File: src/rtl/wr_fifo_fill.sv
// Write-side fill controller for the dual-clock test FIFO: waits for empty, settles,
// then writes a data pattern until full. Define WR_FIFO_FILL_LFSR_EN for LFSR data.
module wr_fifo_fill #(
    parameter int DATA_W     = 8,
    parameter int START_VAL  = 0,
    parameter int STEP       = 1,
    parameter int SETTLE_CYC = 3
`ifdef WR_FIFO_FILL_LFSR_EN
    , localparam int DW = 8
`else
    , localparam int DW = DATA_W
`endif
) (
    input  logic          clk,
    input  logic          rst_n,
    input  logic          en,
    input  logic          wrfull,
    input  logic          wrempty,
    output logic          wrreq,
    output logic [DW-1:0] wrdata,
    output logic [7:0]    fill_cnt,
    output logic          busy,
    output logic          led_wr
);

    typedef enum logic [1:0] {
        IDLE   = 2'd0,
        SETTLE = 2'd1,
        WRITE  = 2'd2
    } state_t;

    localparam logic [3:0] SETTLE_LAST = 4'(SETTLE_CYC - 1);

`ifdef WR_FIFO_FILL_LFSR_EN
    localparam logic [DW-1:0] SEED = 8'h01;

    // Fibonacci LFSR for x^8+x^6+x^5+x^4+1; all-zero state is unreachable from the seed.
    function automatic logic [DW-1:0] advance(input logic [DW-1:0] d);
        return {d[6:0], d[7] ^ d[5] ^ d[4] ^ d[3]};
    endfunction
`else
    localparam logic [DW-1:0] SEED = DW'(START_VAL);

    function automatic logic [DW-1:0] advance(input logic [DW-1:0] d);
        return d + DW'(STEP);
    endfunction
`endif

    state_t        state, state_next;
    logic [3:0]    settle_cnt, settle_next;
    logic          wrreq_next, busy_next;
    logic [7:0]    fill_next;
    logic [DW-1:0] data_next;

    assign led_wr = wrempty;

    // State register; the write-port outputs are registered alongside the state.
    always_ff @(posedge clk or negedge rst_n) begin
        if (!rst_n) begin
            state      <= IDLE;
            settle_cnt <= '0;
            wrreq      <= 1'b0;
            busy       <= 1'b0;
            fill_cnt   <= '0;
            wrdata     <= SEED;
        end else begin
            // NOTE: non-blocking assignments so every register samples pre-edge values.
            state      <= state_next;
            settle_cnt <= settle_next;
            wrreq      <= wrreq_next;
            busy       <= busy_next;
            fill_cnt   <= fill_next;
            wrdata     <= data_next;
        end
    end

    // Next-state logic; wrfull takes priority over every other condition.
    always_comb begin
        // NOTE: defaults first so no path through the case leaves a value unassigned (no latch).
        state_next  = state;
        settle_next = settle_cnt;
        case (state)
            IDLE: begin
                if (!wrfull && en && wrempty) begin
                    state_next  = SETTLE;
                    settle_next = '0;
                end
            end
            SETTLE: begin
                if (wrfull) begin
                    state_next = IDLE;
                end else begin
                    settle_next = settle_cnt + 4'd1;
                    if (settle_cnt == SETTLE_LAST) state_next = WRITE;
                end
            end
            WRITE: begin
                if (wrfull) state_next = IDLE;
            end
            default: begin
                state_next  = IDLE;
                settle_next = '0;
            end
        endcase
    end

    // Output logic: next values of the registered outputs.
    always_comb begin
        wrreq_next = (state_next == WRITE);
        busy_next  = (state_next == SETTLE) || (state_next == WRITE);
        fill_next  = fill_cnt;
        data_next  = wrdata;
        if (state == WRITE && wrfull) fill_next = fill_cnt + 8'd1;
        // A rejected request keeps its data so it is re-presented on the next fill.
        if (wrreq && !wrfull) data_next = advance(wrdata);
    end

endmodule

File: config.mk
export PLATFORM = sky130hd
export DESIGN_NAME = wr_fifo_fill
export DESIGN_NICKNAME = d
export VERILOG_FILES = /design/src/rtl/wr_fifo_fill.sv
export SDC_FILE = /design/constraint.sdc
export NUM_CORES = 1
export LEC_CHECK = 0
export CAP_MARGIN = 25
export CORE_MARGIN = 4
export CORE_UTILIZATION = 44
export DETAILED_ROUTE_END_ITERATION = 12
export MAX_ROUTING_LAYER = met4
export PLACE_DENSITY = 0.73
export SYNTH_ARGS = -nofsm -noshare
export SYNTH_HDL_FRONTEND = slang
export SYNTH_SLANG_ARGS = --single-unit
File: constraint.sdc
create_clock -name clk -period 1.4 [get_ports clk]
set_input_delay 0.42 -clock clk [delete_from_list [all_inputs] [get_ports clk]]
set_output_delay 0.42 -clock clk [all_outputs]
set_load 0.02 [all_outputs]
; Yosys cells after proc, flatten, opt, wreduce, memory -nomap -nowiden
; Cells that the tools add are included.
[word_totals]
elab_cells = 33
in_bits = 5
regBits = 24
out_inout_bits = 19
[classes]
reduce_logical = 8
eq_ne = 7
n_mux = 8
n_bitwise = 1
n_addsub = 3
[op_table]
columns = op, count
row1 = "8-bit by 1-bit adder with 8-bit output, second input constant", 2
row2 = 4-bit case mux with 3 select lines, 1
row3 = 2-bit 2-to-1 mux, 4
row4 = 4-bit 2-to-1 mux, 2
row5 = 2-bit case mux with 3 select lines, 1
row6 = "4-bit by 1-bit adder with 4-bit output, second input constant", 1
row7 = "2-bit by 1-bit equality test with 1-bit output, second input constant", 2
row8 = "2-bit equality test, second input constant", 2
row9 = "4-bit by 2-bit equality test with 1-bit output, second input constant", 1
row10 = 1-bit logical AND, 4
row11 = "2-bit inequality test, second input constant", 2
row12 = 3-bit AND reduction, 1
row13 = 2-bit zero test, 1
row14 = 1-bit zero test, 1
row15 = 1-bit logical OR, 1
row16 = 1-bit NOT, 1

; Longest topological paths before layout
; Gate-level depths: netlist (run 1).
[logic_depth]
word_depth = 7
mapped_depth = 7
ltp_nobuf = 7

; Worst setup path before layout (run 1)
; Ideal clock, no wire load.
[synth_path]
path_kind = flip-flop to flip-flop
from = reg settle_cnt[0]
to = reg busy
n_path_buf = 0
setup_ns = 0.063
slack_ns = -0.021
path_stages_with_launch = 8
required_ns = 1.337
arrival_time_ns = 1.358
period_less_slack_ns = 1.421
cell_sequence = dfrtp_1 inv_1 ha_1 inv_1 o41a_1 nor2_1 ha_1 inv_1
[synth_between]
elab_chain_cells = 6
word_cells_on_any_way = 7
cone_classes = 3 x eq/ne / 3 x mux / 1 x reduce/logical
[synth_lines]
columns = element, line_no
row1 = start: declaration, 50  ; logic [3:0] settle_cnt, settle_next;
row2 = start signal: assignment, 69  ; settle_cnt <= settle_next;
row3 = 4-bit by 2-bit equality test with 1-bit output *, 94  ; if (settle_cnt == SETTLE_LAST) state_next = WRITE;
row4 = 2-bit 2-to-1 mux *, 94
row5 = 2-bit 2-to-1 mux *, 90  ; if (wrfull) begin
row6 = 2-bit case mux with 3 select lines *, 82  ; case (state)
row7 = net state_next[1], 49  ; state_t state, state_next;
row8 = 2-bit by 1-bit equality test with 1-bit output or 2-bit equality test (tied branches), 110  ; busy_next = (state_next == SETTLE) || (state_next == WRITE);
row9 = 1-bit logical OR *, 110
row10 = net busy_next, 51  ; logic wrreq_next, busy_next;
row11 = end signal: assignment, 71  ; busy <= busy_next;
row12 = end: declaration, 22  ; output logic busy,
; The timed path passes the listed nets; every way through them passes the cells marked *.
; A chain may end at the register's enable or synchronous reset.

; Final worst setup path (run 1)
; Ends and elaborated chain as after synthesis.

==> results_dict.tcl, run 1 <==
set metrics [dict create \
    regArea_um2 602 \
    vias 916 \
    avgViaCountPerCell 4.85 \
    rows 18 \
    synth.cell_area_um2 1150 \
    wire_per_inst_um 12.6 \
    drt-initial-drc-count 25 \
    die_w_um 59.1 \
    fin_crit_ns 1.43 \
    ir_drop_mv 0.605 \
    yosysWarnings 0 \
    clk_pin_slew_worst_paths_ns 0.13 \
    relSlewSlack_pct 79.4 \
    syn_inst 97 \
    cts_tree "done" \
    clk_latency_ns 0.30 \
    num_antenna_cells 0 \
    cts.path.max_buffers 2 \
    end_kind "flip-flop" \
    syn-num-nets 107 \
    ys_seq_area_share_pct 52.3 \
    antenna_found_initial 0 \
    cp-start-kind "flip-flop" \
    cts_max_level 1 \
    slew_viol_final 0 \
    cp_max_fo 2 \
    worst_slew_pin_slew_ns 0.309 \
    fillCellCount 203 \
    pin_count 24 \
    grt_pass1_wl_um 4010 \
    p_leak_uw 0.000904 \
    hpwl_um 1810 \
    areaGrowthSynthToFinish_pct 43.4 \
    final_antenna_net_count 0 \
    synth.avg_cell_area_um2 11.8 \
    portBuffers 23 \
    gp_congestion 0.823 \
    critPathKind "reg -> reg" \
    grt_pass1_vias 921 \
    die_h_um 59.1 \
    worstHoldPathType "in -> async" \
    grt_max_degree 25 \
    crit_arrival_ns 1.69 \
    grt_setup_unrepaired "true" \
    p_per_area_nw_per_um2 925 \
    drtPass1Iterations 4 \
    clock-sinks 24 \
    finalSetupTns_ns -0.0348 \
    route.detailed.drc 0 \
    layout_setup_ws_ns -0.0348 \
    hold_viol 0 \
    fmax_mhz 697 \
    multi_input_area_um2 531 \
    root_buffer "clkbuf_4" \
    setup_violations 1 \
    hold_ws_ns 0.454 \
    ys_types 30 \
    start_util_pct 46.3 \
    cts_hold_buffers 0 \
    fin_skew_ns 0.00151 \
    core_um2 2480 \
    numCtsBuffers 3 \
    grt-ovfl-total 0 \
    drive_above_1_share_pct 44.7 \
    grtUsageTotal_pct 15.6 \
    synth-seq-cells 24 \
    crit_required_ns 1.66 \
    outcome "finished, violations left" \
    drv_cap 0 \
    fin_crit_sh_pct 102 \
    final_nets 170 \
    dieArea_um2 3490 \
    violations "negative setup slack" \
    wl_um 2380 \
]
-- flip-flops by register name, indices dropped and copies added (netlist names) --
name,cells
busy,1
fill_cnt,8
settle_cnt,4
state,2
wrdata,8
wrreq,1
-- per-layer routing --
layer	wire length (um)	GRT usage, %
met1	1030	19.0
met2	1210	27.0
met3	123	2.18
met4	18	4.53
met5	0	-
-- through the flow --
| stage | setup WS (ns) | util [%] | instance area (um2) | std cells | total power, uW |
|---|---|---|---|---|---|
| after floorplan | -0.0144 | - | 1160 | 97 | 981 |
| after global placement | -0.518 | 65.5 | 1620 | 176 | 1170 |
| final | -0.0348 | 66.4 | 1650 | 189 | 1520 |
| after CTS | -0.0383 | 68.5 | 1700 | 185 | 1570 |
| after detailed placement | -0.518 | 65.5 | 1620 | 176 | 1190 |
| after global routing | -0.0980 | 66.4 | 1650 | 189 | 1620 |
-- what timing repair did --
| action | CTS | global route |
|---|---|---|
| buffers inserted | 5 | 5 |
| pin swaps | 4 | 0 |
| gates resized for setup | 71 | 13 |
| endpoints found under the setup margin | 21 | 15 |
-- worst paths after layout --
| check | startpoint | end | slack, ns | depth (start not counted) |
|---|---|---|---|---|
| max in group asynchronous | rst_n | state[1] | 0.69 | 2 |
| worst max-delay path | settle_cnt[0] | busy | -0.03 | 7 |
| worst max register to register | settle_cnt[0] | busy | -0.03 | 7 |
| worst min-delay path | rst_n | wrdata[6] | 0.45 | 2 |
| min in group clk | wrfull | state[0] | 0.56 | 3 |
| worst min register to register | wrdata[5] | wrdata[5] | 0.57 | 2 |
-- area by class of cell --
type	count	share of cell area, %
flip-flops and latches	24	36.6
multi-input cells	66	32.2
inverters	5	1.14
repair buffers	60	25.6
well taps	30	2.28
clock buffers	4	2.21
-- kinds of logic after synthesis --
family	Yosys count	synth area share (%)
mux	3	2.84
compound gates	9	6.33
fa+ha+maj	5	5.45
simple gates	35	19.4
xor+xnor	14	10.7
buf+inv	7	2.94
flops	24	52.3
-- Yosys cell counts --
cell type  count  area share [%]
nor2b_1        1            0.55
nor3b_1        1            0.65
o2bb2ai_1      2             1.5
o31ai_1        1            0.65
xor2_1         4             3.1
xnor2_1       10             7.6
a21oi_1        1            0.44
nor4_4         1             1.9
nor2_1         4             1.3
a211o_1        1            0.76
ha_1           5             5.5
nand2b_1       3             1.6
and3b_1        1            0.76
nand3_1        3             1.3
a211oi_1       1            0.65
and4b_1        1            0.87
inv_1          5             1.6
nand3b_1       1            0.65
nor3_1         3             1.3
nand2_1        8             2.6
o41a_1         1            0.98
buf_4          2             1.3
dfrtp_1       24              52
nand3b_4       1             1.7
a21o_1         2             1.3
and3_1         1            0.55
mux2_2         2             2.0
nand4_1        5             2.7
mux2i_1        1            0.87
nand3_2        1            0.87
-- layout by cell type (no fill, tap or decap), drive strengths merged, types with 2 or more instances in the layout --
cell,Yosys,routed
xnor2,10,10
inv,5,5
o2bb2ai,2,2
nand2b,3,3
dfrtp,24,24
xor2,4,4
nand2,8,8
dlygate4sd2,0,2
nand3b,2,2
clkdlybuf4s50,0,2
ha,5,5
nor2,4,4
buf,2,56
nor3,3,3
a21o,2,2
clkbuf,0,4
nand4,5,5
nand3,4,4
mux2,2,2
-- critical path: stages, from the launching register on --
cell	delay, ns
dfrtp_1	0.40
inv_1	0.06
ha_2	0.17
inv_2	0.04
o41a_1	0.32
nor2_2	0.11
ha_1	0.24
inv_1	0.05
-- report_power, final --
| group | leakage, uW | internal [uW] | switching (uW) | total (uW) |
|---|---|---|---|---|
| logic | 0.000560 | 184 | 182 | 366 |
| clock network | 0.0000210 | 158 | 201 | 359 |
| registers | 0.000323 | 751 | 44.7 | 796 |
Power figures use the tool's default switching activity.
==> inputs of run 2 (changes only) <==
- CAP_MARGIN: 25 -> 20
==> results of run 2 <==
Final layout, timing and power as in run 1 (identical DEF).
